`src/rtl/jt900h_divn.sv`:
```
// Restoring divider for the 900H core: 2*DW/DW (full) or DW/(DW/2) (half),
// signed or unsigned, one quotient bit per enabled clock, with abort and
// divide-by-zero handling.
module jt900h_divn #(
  parameter int DW = 16
) (
  input  logic          clk,
  input  logic          rst,
  input  logic          cen,
  input  logic [2*DW-1:0] op0,
  input  logic [DW-1:0] op1,
  input  logic          len,
  input  logic          sign,
  input  logic          start,
  input  logic          abort,
  output logic [DW-1:0] quot,
  output logic [DW-1:0] rem,
  output logic          busy,
  output logic          done,
  output logic          v
);

  localparam int HW = DW / 2;
  localparam int CW = $clog2(2 * DW) + 1;

  // Narrow a DW-bit result to half width: upper half is a sign copy or zero.
  function automatic logic [DW-1:0] fit(input logic [DW-1:0] x, input logic half,
                                        input logic sx);
    logic [DW-1:0] y;
    y = x;
    if (half) y[DW-1:HW] = sx ? {HW{x[HW-1]}} : '0;
    return y;
  endfunction

  // Quotient magnitude outside the representable range of the result width.
  function automatic logic ovf(input logic [2*DW-1:0] qm, input logic half,
                               input logic sg, input logic neg);
    logic [2*DW-1:0] lim;
    logic [2*DW-1:0] lim_h;
    logic            o;
    lim   = {{(2*DW-1){1'b0}}, 1'b1} << (half ? HW : DW);
    lim_h = lim >> 1;
    if (!sg)      o = (qm >= lim);
    else if (neg) o = (qm > lim_h);
    else          o = (qm >= lim_h);
    return o;
  endfunction

  logic          start_l_q, start_l_d;
  logic          busy_q, busy_d;
  logic          done_q, done_d;
  logic          v_q, v_d;
  logic [DW-1:0] quot_q, quot_d;
  logic [DW-1:0] rem_q, rem_d;
  logic [CW-1:0] cnt_q, cnt_d;
  logic [2*DW-1:0] sh_q, sh_d;
  logic [DW-1:0] rm_q, rm_d;
  logic [DW-1:0] dv_q, dv_d;
  logic          len_q, len_d;
  logic          sgn_q, sgn_d;
  logic          nq_q, nq_d;
  logic          nr_q, nr_d;
  logic          dz_q, dz_d;

  logic            a_sgn, b_sgn, dz_in;
  logic [2*DW-1:0] a_ext, a_mag;
  logic [DW-1:0]   b_ext, b_mag;

  // Operand selection and conversion to magnitude at start time.
  always_comb begin
    a_sgn = sign & (len ? op0[2*DW-1] : op0[DW-1]);
    b_sgn = sign & (len ? op1[DW-1] : op1[HW-1]);
    if (len)       a_ext = op0;
    else if (sign) a_ext = {{DW{op0[DW-1]}}, op0[DW-1:0]};
    else           a_ext = {{DW{1'b0}}, op0[DW-1:0]};
    b_ext = len ? op1 : fit(op1, 1'b1, sign);
    a_mag = a_sgn ? -a_ext : a_ext;
    b_mag = b_sgn ? -b_ext : b_ext;
    dz_in = len ? (op1 == '0) : (op1[HW-1:0] == '0);
  end

  logic [DW:0]     rm_sh, diff;
  logic            ge;
  logic [DW-1:0]   rm_nx;
  logic [2*DW-1:0] sh_nx, qm;
  logic [DW-1:0]   q_lo, r_lo, quot_nx, rem_nx;
  logic            v_nx;

  // One restoring step plus the sign/width fix-up applied on the last step.
  always_comb begin
    rm_sh   = {rm_q, sh_q[2*DW-1]};
    diff    = rm_sh - {1'b0, dv_q};
    ge      = ~diff[DW];
    rm_nx   = ge ? diff[DW-1:0] : rm_sh[DW-1:0];
    sh_nx   = {sh_q[2*DW-2:0], ge};
    qm      = len_q ? sh_nx : {{DW{1'b0}}, sh_nx[DW-1:0]};
    q_lo    = nq_q ? -qm[DW-1:0] : qm[DW-1:0];
    r_lo    = nr_q ? -rm_nx : rm_nx;
    quot_nx = fit(q_lo, ~len_q, sgn_q);
    rem_nx  = fit(r_lo, ~len_q, sgn_q);
    v_nx    = ovf(qm, ~len_q, sgn_q, nq_q);
  end

  // Control: start edge detection, iteration count, completion and abort.
  always_comb begin
    start_l_d = start_l_q;
    busy_d    = busy_q;
    done_d    = 1'b0;
    v_d       = v_q;
    quot_d    = quot_q;
    rem_d     = rem_q;
    cnt_d     = cnt_q;
    sh_d      = sh_q;
    rm_d      = rm_q;
    dv_d      = dv_q;
    len_d     = len_q;
    sgn_d     = sgn_q;
    nq_d      = nq_q;
    nr_d      = nr_q;
    dz_d      = dz_q;
    if (cen) start_l_d = start;
    if (busy_q) begin
      if (abort) begin
        busy_d = 1'b0;
      end else if (cen) begin
        if (dz_q) begin
          busy_d = 1'b0;
          done_d = 1'b1;
          v_d    = 1'b1;
          quot_d = '1;
          rem_d  = rm_q;
        end else begin
          sh_d  = sh_nx;
          rm_d  = rm_nx;
          cnt_d = cnt_q - 1'b1;
          if (cnt_q == CW'(1)) begin
            busy_d = 1'b0;
            done_d = 1'b1;
            v_d    = v_nx;
            quot_d = quot_nx;
            rem_d  = rem_nx;
          end
        end
      end
    end else if (cen && start && !start_l_q && !abort) begin
      busy_d = 1'b1;
      len_d  = len;
      sgn_d  = sign;
      nq_d   = a_sgn ^ b_sgn;
      nr_d   = a_sgn;
      dz_d   = dz_in;
      dv_d   = b_mag;
      sh_d   = len ? a_mag : {a_mag[DW-1:0], {DW{1'b0}}};
      rm_d   = dz_in ? fit(op0[DW-1:0], ~len, sign) : '0;
      cnt_d  = len ? CW'(2 * DW) : CW'(DW);
    end
  end

  // State registers; reset clears everything.
  always_ff @(posedge clk) begin
    if (rst) begin
      start_l_q <= 1'b0;
      busy_q    <= 1'b0;
      done_q    <= 1'b0;
      v_q       <= 1'b0;
      quot_q    <= '0;
      rem_q     <= '0;
      cnt_q     <= '0;
      sh_q      <= '0;
      rm_q      <= '0;
      dv_q      <= '0;
      len_q     <= 1'b0;
      sgn_q     <= 1'b0;
      nq_q      <= 1'b0;
      nr_q      <= 1'b0;
      dz_q      <= 1'b0;
    end else begin
      start_l_q <= start_l_d;
      busy_q    <= busy_d;
      done_q    <= done_d;
      v_q       <= v_d;
      quot_q    <= quot_d;
      rem_q     <= rem_d;
      cnt_q     <= cnt_d;
      sh_q      <= sh_d;
      rm_q      <= rm_d;
      dv_q      <= dv_d;
      len_q     <= len_d;
      sgn_q     <= sgn_d;
      nq_q      <= nq_d;
      nr_q      <= nr_d;
      dz_q      <= dz_d;
    end
  end

  assign quot = quot_q;
  assign rem  = rem_q;
  assign busy = busy_q;
  assign done = done_q;
  assign v    = v_q;

endmodule

```
`config.mk`:
```
export PLATFORM = sky130hd
export DESIGN_NAME = jt900h_divn
export DESIGN_NICKNAME = d
export VERILOG_FILES = /design/src/rtl/jt900h_divn.sv
export SDC_FILE = /design/constraint.sdc
export NUM_CORES = 1
export LEC_CHECK = 0
export CELL_PAD_IN_SITES_DETAIL_PLACEMENT = 0
export CELL_PAD_IN_SITES_GLOBAL_PLACEMENT = 1
export CORE_MARGIN = 2
export CORE_UTILIZATION = 42
export DETAILED_ROUTE_END_ITERATION = 6
export PLACE_DENSITY = 0.89
export SYNTH_ARGS = -nofsm -noshare
export SYNTH_HDL_FRONTEND = slang
export SYNTH_SLANG_ARGS = --single-unit
export TNS_END_PERCENT = 5
```
`constraint.sdc`:
```
create_clock -name clk -period 6 [get_ports clk]
set_clock_uncertainty 0.05 [all_clocks]
set_input_delay 0.9 -clock clk [delete_from_list [all_inputs] [get_ports clk]]
set_output_delay 0.9 -clock clk [all_outputs]
set_load 0.005 [all_outputs]
```
==> results.cfg, run 1 <==
[clock_network]
clkLatencyLatePin_ns = 0.37
cts_buffer_depth = 2
clock-sinks = 111
clkTransAtPathRegs_ns = 0.08
cts_root_buf = clkbuf_16
hold_buffers = 0
htreeDepth = 3
postCtsSetupBuffers = 0
cts_resized = 0
cts_tree = yes
cts_buffers = 9

[power_and_ir_drop]
seq_power_share_pct = 36.9
swShare_pct = 37.0
power_per_cell_area_mw_per_mm2 = 230
total_power_uw = 2150
internal-power_uw = 1350
p_sw_uw = 795
p_leak_uw = 0.00325
clock_power_share_pct = 27.5
peakVddDrop_v = 0.000147
comb_power_share_pct = 35.6

[sta]
finalCriticalPeriod_ns = 4.65
finalSetupViolations = 0
tightest_slew_ns = 1.18
slew_violations = 0
period_share_pct = 77.6
finalHoldViolations = 0
slew_headroom_pct = 21.0
fin_setup_tns_ns = 0
rsz0062_at_grt = false
max_freq_ghz = 0.215

[global_route]
use_met2_pct = 37.1
grt_pass1_vias = 7447
antenna_found_initial = 0
top_usage_layer = met1
grt_start_max_net_pins = 64
grtUsageMet1_pct = 37.2
grt_pass1_wl_um = 40600
overflow = 0
grt_util_met3_pct = 5.15
grt_usage_pct = 25.0

[synth]
synth-edff-count = 0
synth_compound_area_share_pct = 26.7
synth_area_leaders = dfxtp_1, nand2_1, o21ai_0
syn_inst = 1098
yosys.cell_count.top_type = nand2_1
synthAdderAreaFrac_pct = 4.13
ys_seq_area_share_pct = 27.6
synth_simple_gate_area_share_pct = 24.3
synth_top_family_by_area = compound AO/OA/AOI/OAI gates
yosysWarnings = 0
synthTopCellsByCount = nand2_1, nor2_1, dfxtp_1
synthMuxAreaShare_pct = 4.34
synth_xor_area_share_pct = 7.62
netlist_area_sq_mm = 0.00807
synth_top_area_share_pct = 27.6
async_flop_share_pct = 0
synth_top_area_cell = dfxtp_1
synth_cell_types = 80
ys_ff_latch = 111
synth_flop_cell = dfxtp_1
syn-num-nets = 1179
syn-mean-instance-area_sq_um = 7.35

[route]
drc = 0
dr.pass1.iters = 5
wl_per_cell_um = 18.3
drt_wl_total_um = 25200
routed-via-count = 8183
drtIter0Drc = 663
antenna_left = 0
routed_via_density = 5.94

[floorplanning]
design.die.area_sq_mm = 0.0203
die_h_um = 143
initial_core_util_pct = 43.0
io_pins = 90
die_w_um = 143
placementRows = 50
placeableCoreArea_sq_mm = 0.0188

[job]
cap_violations = 0

[cells_and_area]
drive_gt1_share_pct = 5.42
antennaDiodeCount = 0
postLayoutCellArea_sq_mm = 0.00935
num-nets-final = 1220
syn2layout_area_growth_pct = 15.9
utilization_pct = 49.8
fill_cells = 1913

[worst_setup_path]
timing.rr.start = sh_q[31]$_SDFFE_PP0P_
path_class = flop to flop
crit_arrival_ns = 4.86
worst-path-max-fanout = 26
r2r-end = rem[14]$_SDFFE_PP0P_
cp.required_ns = 6.21
endpoint_kind = flop
reg2regPathDepth = 19
crit_path_start_kind = flop
reg2reg_slack_ns = 1.35

[place]
place_congestion = 0.948
dpl_cell_area_sq_mm = 0.00907
port_buffers = 89
dp_hpwl_um = 18700

[hold_path]
hold_path_end = dv_q[8]$_SDFFE_PP0P_
hp-class = flop to flop
worstHoldStart = dv_q[8]$_SDFFE_PP0P_
whs_path_depth = 2

[run_status]
outcome = complete, no violations
worst max-delay path, cell delays in order, from the launching register on:
cell	delay, ns
dfxtp_1	0.37
inv_1	0.06
ha_1	0.22
fa_1	0.43
nand2b_1	0.21
a21bo_2	0.23
a21oi_2	0.23
o31ai_4	0.13
xnor2_4	0.20
clkinv_4	0.21
a21oi_1	0.34
ha_1	0.26
nand2_1	0.06
nor4b_1	0.49
nand4b_1	0.16
mux2_2	0.33
o41ai_2	0.25
xnor2_1	0.10
a21oi_1	0.16
o21ai_1	0.08
power by group through the flow:
stage	sequential (uW)	clock (uW)	combinational, uW
3_3_place_gp	809	0	746
6_report	794	592	764
3_5_place_dp	810	0	750
5_1_grt	797	626	840
2_1_floorplan	795	0	553
4_1_cts	792	602	754
final cells by class:
cell class	count	area, sq um	area share [%]
multi-input cells	876	5420	58.0
flip-flops and latches	111	2220	23.8
repair buffers	100	971	10.4
well taps	234	293	3.13
clock buffers	10	239	2.56
inverters	41	159	1.70
clock inverters	6	43.8	0.468
worst max path at each step:
stage | end | slack (ns) | start
2_1_floorplan | rem[12]$_SDFFE_PP0P_ | 1.68 | sh_q[31]$_SDFFE_PP0P_
3_3_place_gp | rem[12]$_SDFFE_PP0P_ | 1.53 | sh_q[31]$_SDFFE_PP0P_
3_5_place_dp | rem[12]$_SDFFE_PP0P_ | 1.40 | sh_q[31]$_SDFFE_PP0P_
4_1_cts | rem[12]$_SDFFE_PP0P_ | 1.39 | sh_q[31]$_SDFFE_PP0P_
5_1_grt | rem[14]$_SDFFE_PP0P_ | 0.91 | sh_q[31]$_SDFFE_PP0P_
6_report | rem[14]$_SDFFE_PP0P_ | 1.35 | sh_q[31]$_SDFFE_PP0P_
flip-flops by register name (all words and copies together), names as in the netlist:
signal	flops
nr_q	1
rm_q	16
nq_q	1
sh_q	32
busy	1
sgn_q	1
len_q	1
cnt_q	6
rem	16
dv_q	16
dz_q	1
quot	16
done	1
v	1
start_l_q	1
cell families after synthesis:
kind of cell / count (synthesis)
compound gates: 327
xor+xnor: 68
fa+ha+maj: 26
buf+inv: 111
flops: 111
mux: 32
simple gates: 423
through the flow:
stage | cells | setup WS [ns] | hold WS [ns]
floorplan | 1098 | 1.68 | 0.382
global placement | 1362 | 1.53 | 0.388
detailed placement | 1362 | 1.40 | 0.395
CTS | 1378 | 1.39 | 0.404
global route | 1378 | 0.908 | 0.424
finish | 1378 | 1.35 | 0.408
cells in the final DEF (no fill, tap or decap), types with 6 or more instances in the layout:
cell type and count:
a31oi_1 17, nand2_1 141, mux2_2 10, mux2i_1 20, xnor2_1 41, clkbuf_16 9, a21oi_1 72, dfxtp_1 110
nand3_1 27, nand3b_1 8, a221oi_1 15, or3_1 14, inv_1 40, o211ai_1 22, nor2b_1 10, o41ai_1 8
nand2b_1 12, xor2_1 26, nor4_1 11, nor2_1 116, clkdlybuf4s50_1 88, and3_1 6, a311oi_1 10, o31ai_1 11
buf_4 12, a211oi_1 25, ha_1 25, o21a_1 6, o21ai_0 90, nor3_1 41, o22ai_1 6
per-layer routing:
metal	vias up	wire length [um]
met4	0	280
met5	-	0
met3	21	2070
met1	3808	12100
li1	4052	-
met2	302	10700
(Power assumes the default switching activity.)
==> inputs of run 2 (changes only) <==
==> constraint.sdc (replaced) <==
create_clock -name clk -period 4.4 [get_ports clk]
set_clock_uncertainty 0.05 [all_clocks]
set_input_delay 0.66 -clock clk [delete_from_list [all_inputs] [get_ports clk]]
set_output_delay 0.66 -clock clk [all_outputs]
set_load 0.005 [all_outputs]
==> results.cfg, run 2 (synthesis results as in run 1) <==
[run_status]
outcome = complete, no violations

[clock_network]
htreeDepth = 3
clock-sinks = 111
hold_buffers = 0
cts_tree = yes
clkLatencyLatePin_ns = 0.36
clkTransAtPathRegs_ns = 0.08
cts_buffers = 9
cts_buffer_depth = 2
cts_root_buf = clkbuf_16

[cells_and_area]
drive_gt1_share_pct = 7.39
num-nets-final = 1240
layout_common_cells = nand2_1, nor2_1, dfxtp_1, o21ai_0, clkdlybuf4s50_1
largest_reg_flops = 32
final_common_cell = nand2_1
syn2layout_area_growth_pct = 18.4
final_cells = 1398
regMostFlops = sh_q
antennaDiodeCount = 0

[sta]
finalHoldViolations = 0
finalSetupViolations = 0
fin_setup_tns_ns = 0
tightest_slew_ns = 1.09
slew_headroom_pct = 27.0
slew_violations = 0
max_freq_ghz = 0.243
finalCriticalPeriod_ns = 4.11
period_share_pct = 93.4
hold_slack_ns = 0.404
setup_ws_ns = 0.291

[route]
wl_per_cell_um = 18.2
drt_wl_total_um = 25400
dr.pass1.iters = 7
routed_via_density = 5.94
antenna_left = 0
drtIter0Drc = 686
routed-via-count = 8304
drc = 0

[global_route]
antenna_found_initial = 0
grt_usage_pct = 25.1
grt_pass1_wl_um = 40600
overflow = 0
grt_pass1_vias = 7348
grt_start_max_net_pins = 90

[hold_path]
whs_path_depth = 2
hold_path_end = rem[14]$_SDFFE_PP0P_
hp-class = flop to flop
worstHoldStart = rem[14]$_SDFFE_PP0P_

[place]
place_congestion = 0.910
dp_cells = 1380
port_buffers = 89
dp_slack_ns = 0.0896
dp_hpwl_um = 19000

[worst_setup_path]
cp_slowest_cell = fa_1
crit_path_start_kind = flop
path_cells = inv_1, ha_1, fa_1, nand2b_1, a21bo_2, a21oi_4, o31ai_4, xnor2_4, clkinv_4, a21oi_1, ha_1, nand2_1, nor4b_4, nand4b_1, mux2_2, o31ai_1, xnor2_1, a21oi_1, o21ai_0
path_class = flop to flop
crit_start = sh_q[31]$_SDFFE_PP0P_
reg2reg_slack_ns = 0.29
worst-path-max-fanout = 13
crit_arrival_ns = 4.35
r2r-end = rem[12]$_SDFFE_PP0P_
timing.rr.start = sh_q[31]$_SDFFE_PP0P_
reg2regPathDepth = 19
cp.required_ns = 4.64
endpoint_kind = flop
cp_slowest_stage_delay_ns = 0.43

[floorplanning]
initial_core_util_pct = 43.0
die_w_um = 143
placeableCoreArea_sq_mm = 0.0188
die_h_um = 143
placementRows = 50
design.die.area_sq_mm = 0.0203
io_pins = 90

[job]
cap_violations = 0

[power_and_ir_drop]
peakVddDrop_v = 0.000191
total_power_uw = 3020
p_leak_uw = 0.00338
power_per_cell_area_mw_per_mm2 = 317
[run 2: cell count changes in the layout (fill, tap and decap cells not counted), sizes merged]
cell / delta
clkinv: -2
clkinvlp: -1
buf: +20
inv: +3
[run 2: timing repair]
item / 4_1_cts / 5_1_grt
setup endpoints to repair: 0 / 4
gates resized for setup: 0 / 6
buffers inserted: 0 / 2
[run 2: how the worst max path moves through the flow]
stage	slack, ns	end	cells past startpoint
6_report	0.29	rem[12]$_SDFFE_PP0P_	19
4_1_cts	0.06	rem[12]$_SDFFE_PP0P_	19
5_1_grt	-0.01	rem[12]$_SDFFE_PP0P_	19
3_3_place_gp	0.19	rem[12]$_SDFFE_PP0P_	19
3_5_place_dp	0.09	rem[12]$_SDFFE_PP0P_	19
2_1_floorplan	0.08	rem[12]$_SDFFE_PP0P_	20
[run 2: per-layer routing]
metal,wire length (um),global-route usage (%),vias up
met5,0,0,-
li1,-,-,4094
met1,12300,38.6,3840
met2,10800,37.4,347
met4,272,4.74,0
met3,2080,3.43,23
[run 2: metrics by stage]
stage                     cell area, sq um  utilization, %
after global placement                9220            49.1
after floorplan                       8070               -
after detailed placement              9220            49.1
after CTS                             9510            50.6
final                                 9550            50.9
after global routing                  9550            50.9
[run 2: layout make-up]
class	instances	area (sq um)
Clock buffer	10	239
Clock inverter	6	50.0
Fill cell	1876	9220
Inverter	41	159
Multi-Input combinational cell	876	5450
Sequential cell	111	2230
Tap cell	234	293
Timing Repair Buffer	120	1130
[run 2: power breakdown]
group / switching, uW / leakage (uW) / internal (uW) / total [uW]
logic: 668 / 0.00233 / 445 / 1110
registers: 42.9 / 0.000902 / 1040 / 1080
clock network: 421 / 0.000147 / 411 / 833
[run 2: critical path, delay by kind of cell, from the launching register on]
kind,cells,cell delay (ns)
mux,1,0.32
compound gates,7,1.26
fa+ha+maj,3,0.86
xor+xnor,2,0.35
flops,1,0.34
simple gates,4,0.68
buf+inv,2,0.18
==> inputs of run 3 (changes only) <==
--- a/config.mk
+++ b/config.mk
@@ -11,6 +11,7 @@
 export CORE_UTILIZATION = 42
 export DETAILED_ROUTE_END_ITERATION = 6
 export PLACE_DENSITY = 0.89
+export SETUP_SLACK_MARGIN = 0.2
 export SYNTH_ARGS = -nofsm -noshare
 export SYNTH_HDL_FRONTEND = slang
 export SYNTH_SLANG_ARGS = --single-unit
==> results.cfg, run 3 (synthesis results as in run 1) <==
[place]
place_congestion = 0.929
dp_slack_ns = 0.200
port_buffers = 89
dp_hpwl_um = 19300

[route]
drc = 0
dr.pass1.iters = 7
drt_wl_total_um = 26000
routed-via-count = 8454
antenna_left = 0
drtIter0Drc = 789
routed_via_density = 6.04
wl_per_cell_um = 18.6

[job]
cap_violations = 0

[global_route]
antenna_found_initial = 0
grt_start_max_net_pins = 86
grt_usage_pct = 25.7
overflow = 0
grt_pass1_vias = 7630
grt_pass1_wl_um = 41500

[sta]
slew_violations = 0
hold_slack_ns = 0.405
rsz0062_at_grt = false
tightest_slew_ns = 1.13
fin_setup_tns_ns = 0
period_share_pct = 91.5
finalHoldViolations = 0
finalSetupViolations = 0
max_freq_ghz = 0.248
slew_headroom_pct = 24.7
setup_ws_ns = 0.376
finalCriticalPeriod_ns = 4.02

[power_and_ir_drop]
p_leak_uw = 0.00340
power_per_cell_area_mw_per_mm2 = 323
peakVddDrop_v = 0.000183

[floorplanning]
placeableCoreArea_sq_mm = 0.0188
die_h_um = 143
placementRows = 50
io_pins = 90
die_w_um = 143
design.die.area_sq_mm = 0.0203
initial_core_util_pct = 43.0

[clock_network]
hold_buffers = 0
cts_buffers = 9
cts_root_buf = clkbuf_16
clock-sinks = 111
htreeDepth = 3
clkTransAtPathRegs_ns = 0.08
clkLatencyLatePin_ns = 0.36
cts_buffer_depth = 2
cts_tree = yes

[cells_and_area]
largest_reg_flops = 32
final_common_cell = nand2_1
drive_gt1_share_pct = 8.06
antennaDiodeCount = 0
multi_input_area_sq_mm = 0.00552
fill_cells = 1868
regMostFlops = sh_q
layout_common_cells = nand2_1, nor2_1, dfxtp_1, o21ai_0, clkdlybuf4s50_1
layout.area.seq_sq_mm = 0.00223
num-nets-final = 1242
syn2layout_area_growth_pct = 19.7

[worst_setup_path]
cp_slowest_stage_delay_ns = 0.39
cp_slowest_cell = fa_2
path_class = flop to flop
crit_path_start_kind = flop
path_cells = inv_1, ha_2, fa_2, nand2b_4, a21bo_2, a21oi_4, o31ai_4, xnor2_4, clkinv_4, a21oi_4, ha_4, nand2_1, nor4b_4, nand4b_1, mux2_4, o41ai_4, xnor2_1, a21oi_1, o21ai_1
worst-path-max-fanout = 7
cp.required_ns = 4.59
endpoint_kind = flop
cp_common_cell = a21oi_4
crit_arrival_ns = 4.22

[run_status]
outcome = complete, no violations

[hold_path]
hp-class = flop to flop
run 3: changes by cell type in the layout (fill, tap and decap cells not counted), sizes merged:
cell,change
buf,+2
bufinv,+1
clkinv,+1
inv,-2
run 3: worst max-delay path: cells and delay by family (launching register included):
kind                       cells  cell delay, ns
AOI/OAI and AO/OA              7            1.22
xor gates and xnor gates       2            0.31
adders and majority gates      3            0.76
buffers and inverters          2            0.17
DFF                            1            0.37
muxes                          1            0.33
and+or+nand+nor                4            0.69
run 3: path summary, 6_finish.rpt:
check                              from                    end  slack [ns]  cells after the start
hold reg to reg   dv_q[14]$_SDFFE_PP0P_  dv_q[14]$_SDFFE_PP0P_        0.40                      2
setup reg to reg  sh_q[31]$_SDFFE_PP0P_   rem[14]$_SDFFE_PP0P_        0.38                     19
hold / removal    dv_q[14]$_SDFFE_PP0P_  dv_q[14]$_SDFFE_PP0P_        0.40                      2
setup / recovery  sh_q[31]$_SDFFE_PP0P_   rem[14]$_SDFFE_PP0P_        0.38                     19
run 3: routing by layer:
layer | wire, um | up-vias | track usage [%]
li1 | - | 4099 | -
met1 | 12500 | 3954 | 38.9
met2 | 11300 | 366 | 38.8
met3 | 1920 | 35 | 3.20
met4 | 393 | 0 | 5.63
met5 | 0 | - | 0
run 3: metrics by stage:
step           std cells  power, uW  area [sq um]  utilization, %
3_5_place_dp        1378       2170          9210            49.1
4_1_cts             1394       3070          9550            50.9
2_1_floorplan       1098       1850          8090               -
6_report            1400       3120          9650            51.4
3_3_place_gp        1378       2160          9210            49.1
5_1_grt             1400       3270          9650            51.4
run 3: cell type report:
class / instances / share of cell area (%)
clock buffers: 10 / 2.37
inverters: 41 / 1.65
multi-input cells: 876 / 57.1
well taps: 234 / 3.03
flip-flops and latches: 111 / 23.1
repair buffers: 122 / 11.8
clock inverters: 6 / 0.946
run 3: report_power, final:
group          leakage [uW]  total (uW)  switching (uW)  internal (uW)
Sequential         0.000902        1080            41.7           1040
Combinational       0.00234        1150             689            463
Clock              0.000155         888             429            460
Total               0.00340        3120            1160           1960
run 3: what timing repair did:
action,4_1_cts,5_1_grt
setup buffers,0,6
endpoints found under the setup margin,2,4
resized for setup,4,11
pin swaps,0,8
cloned,0,0
hold endpoints to repair,0,0
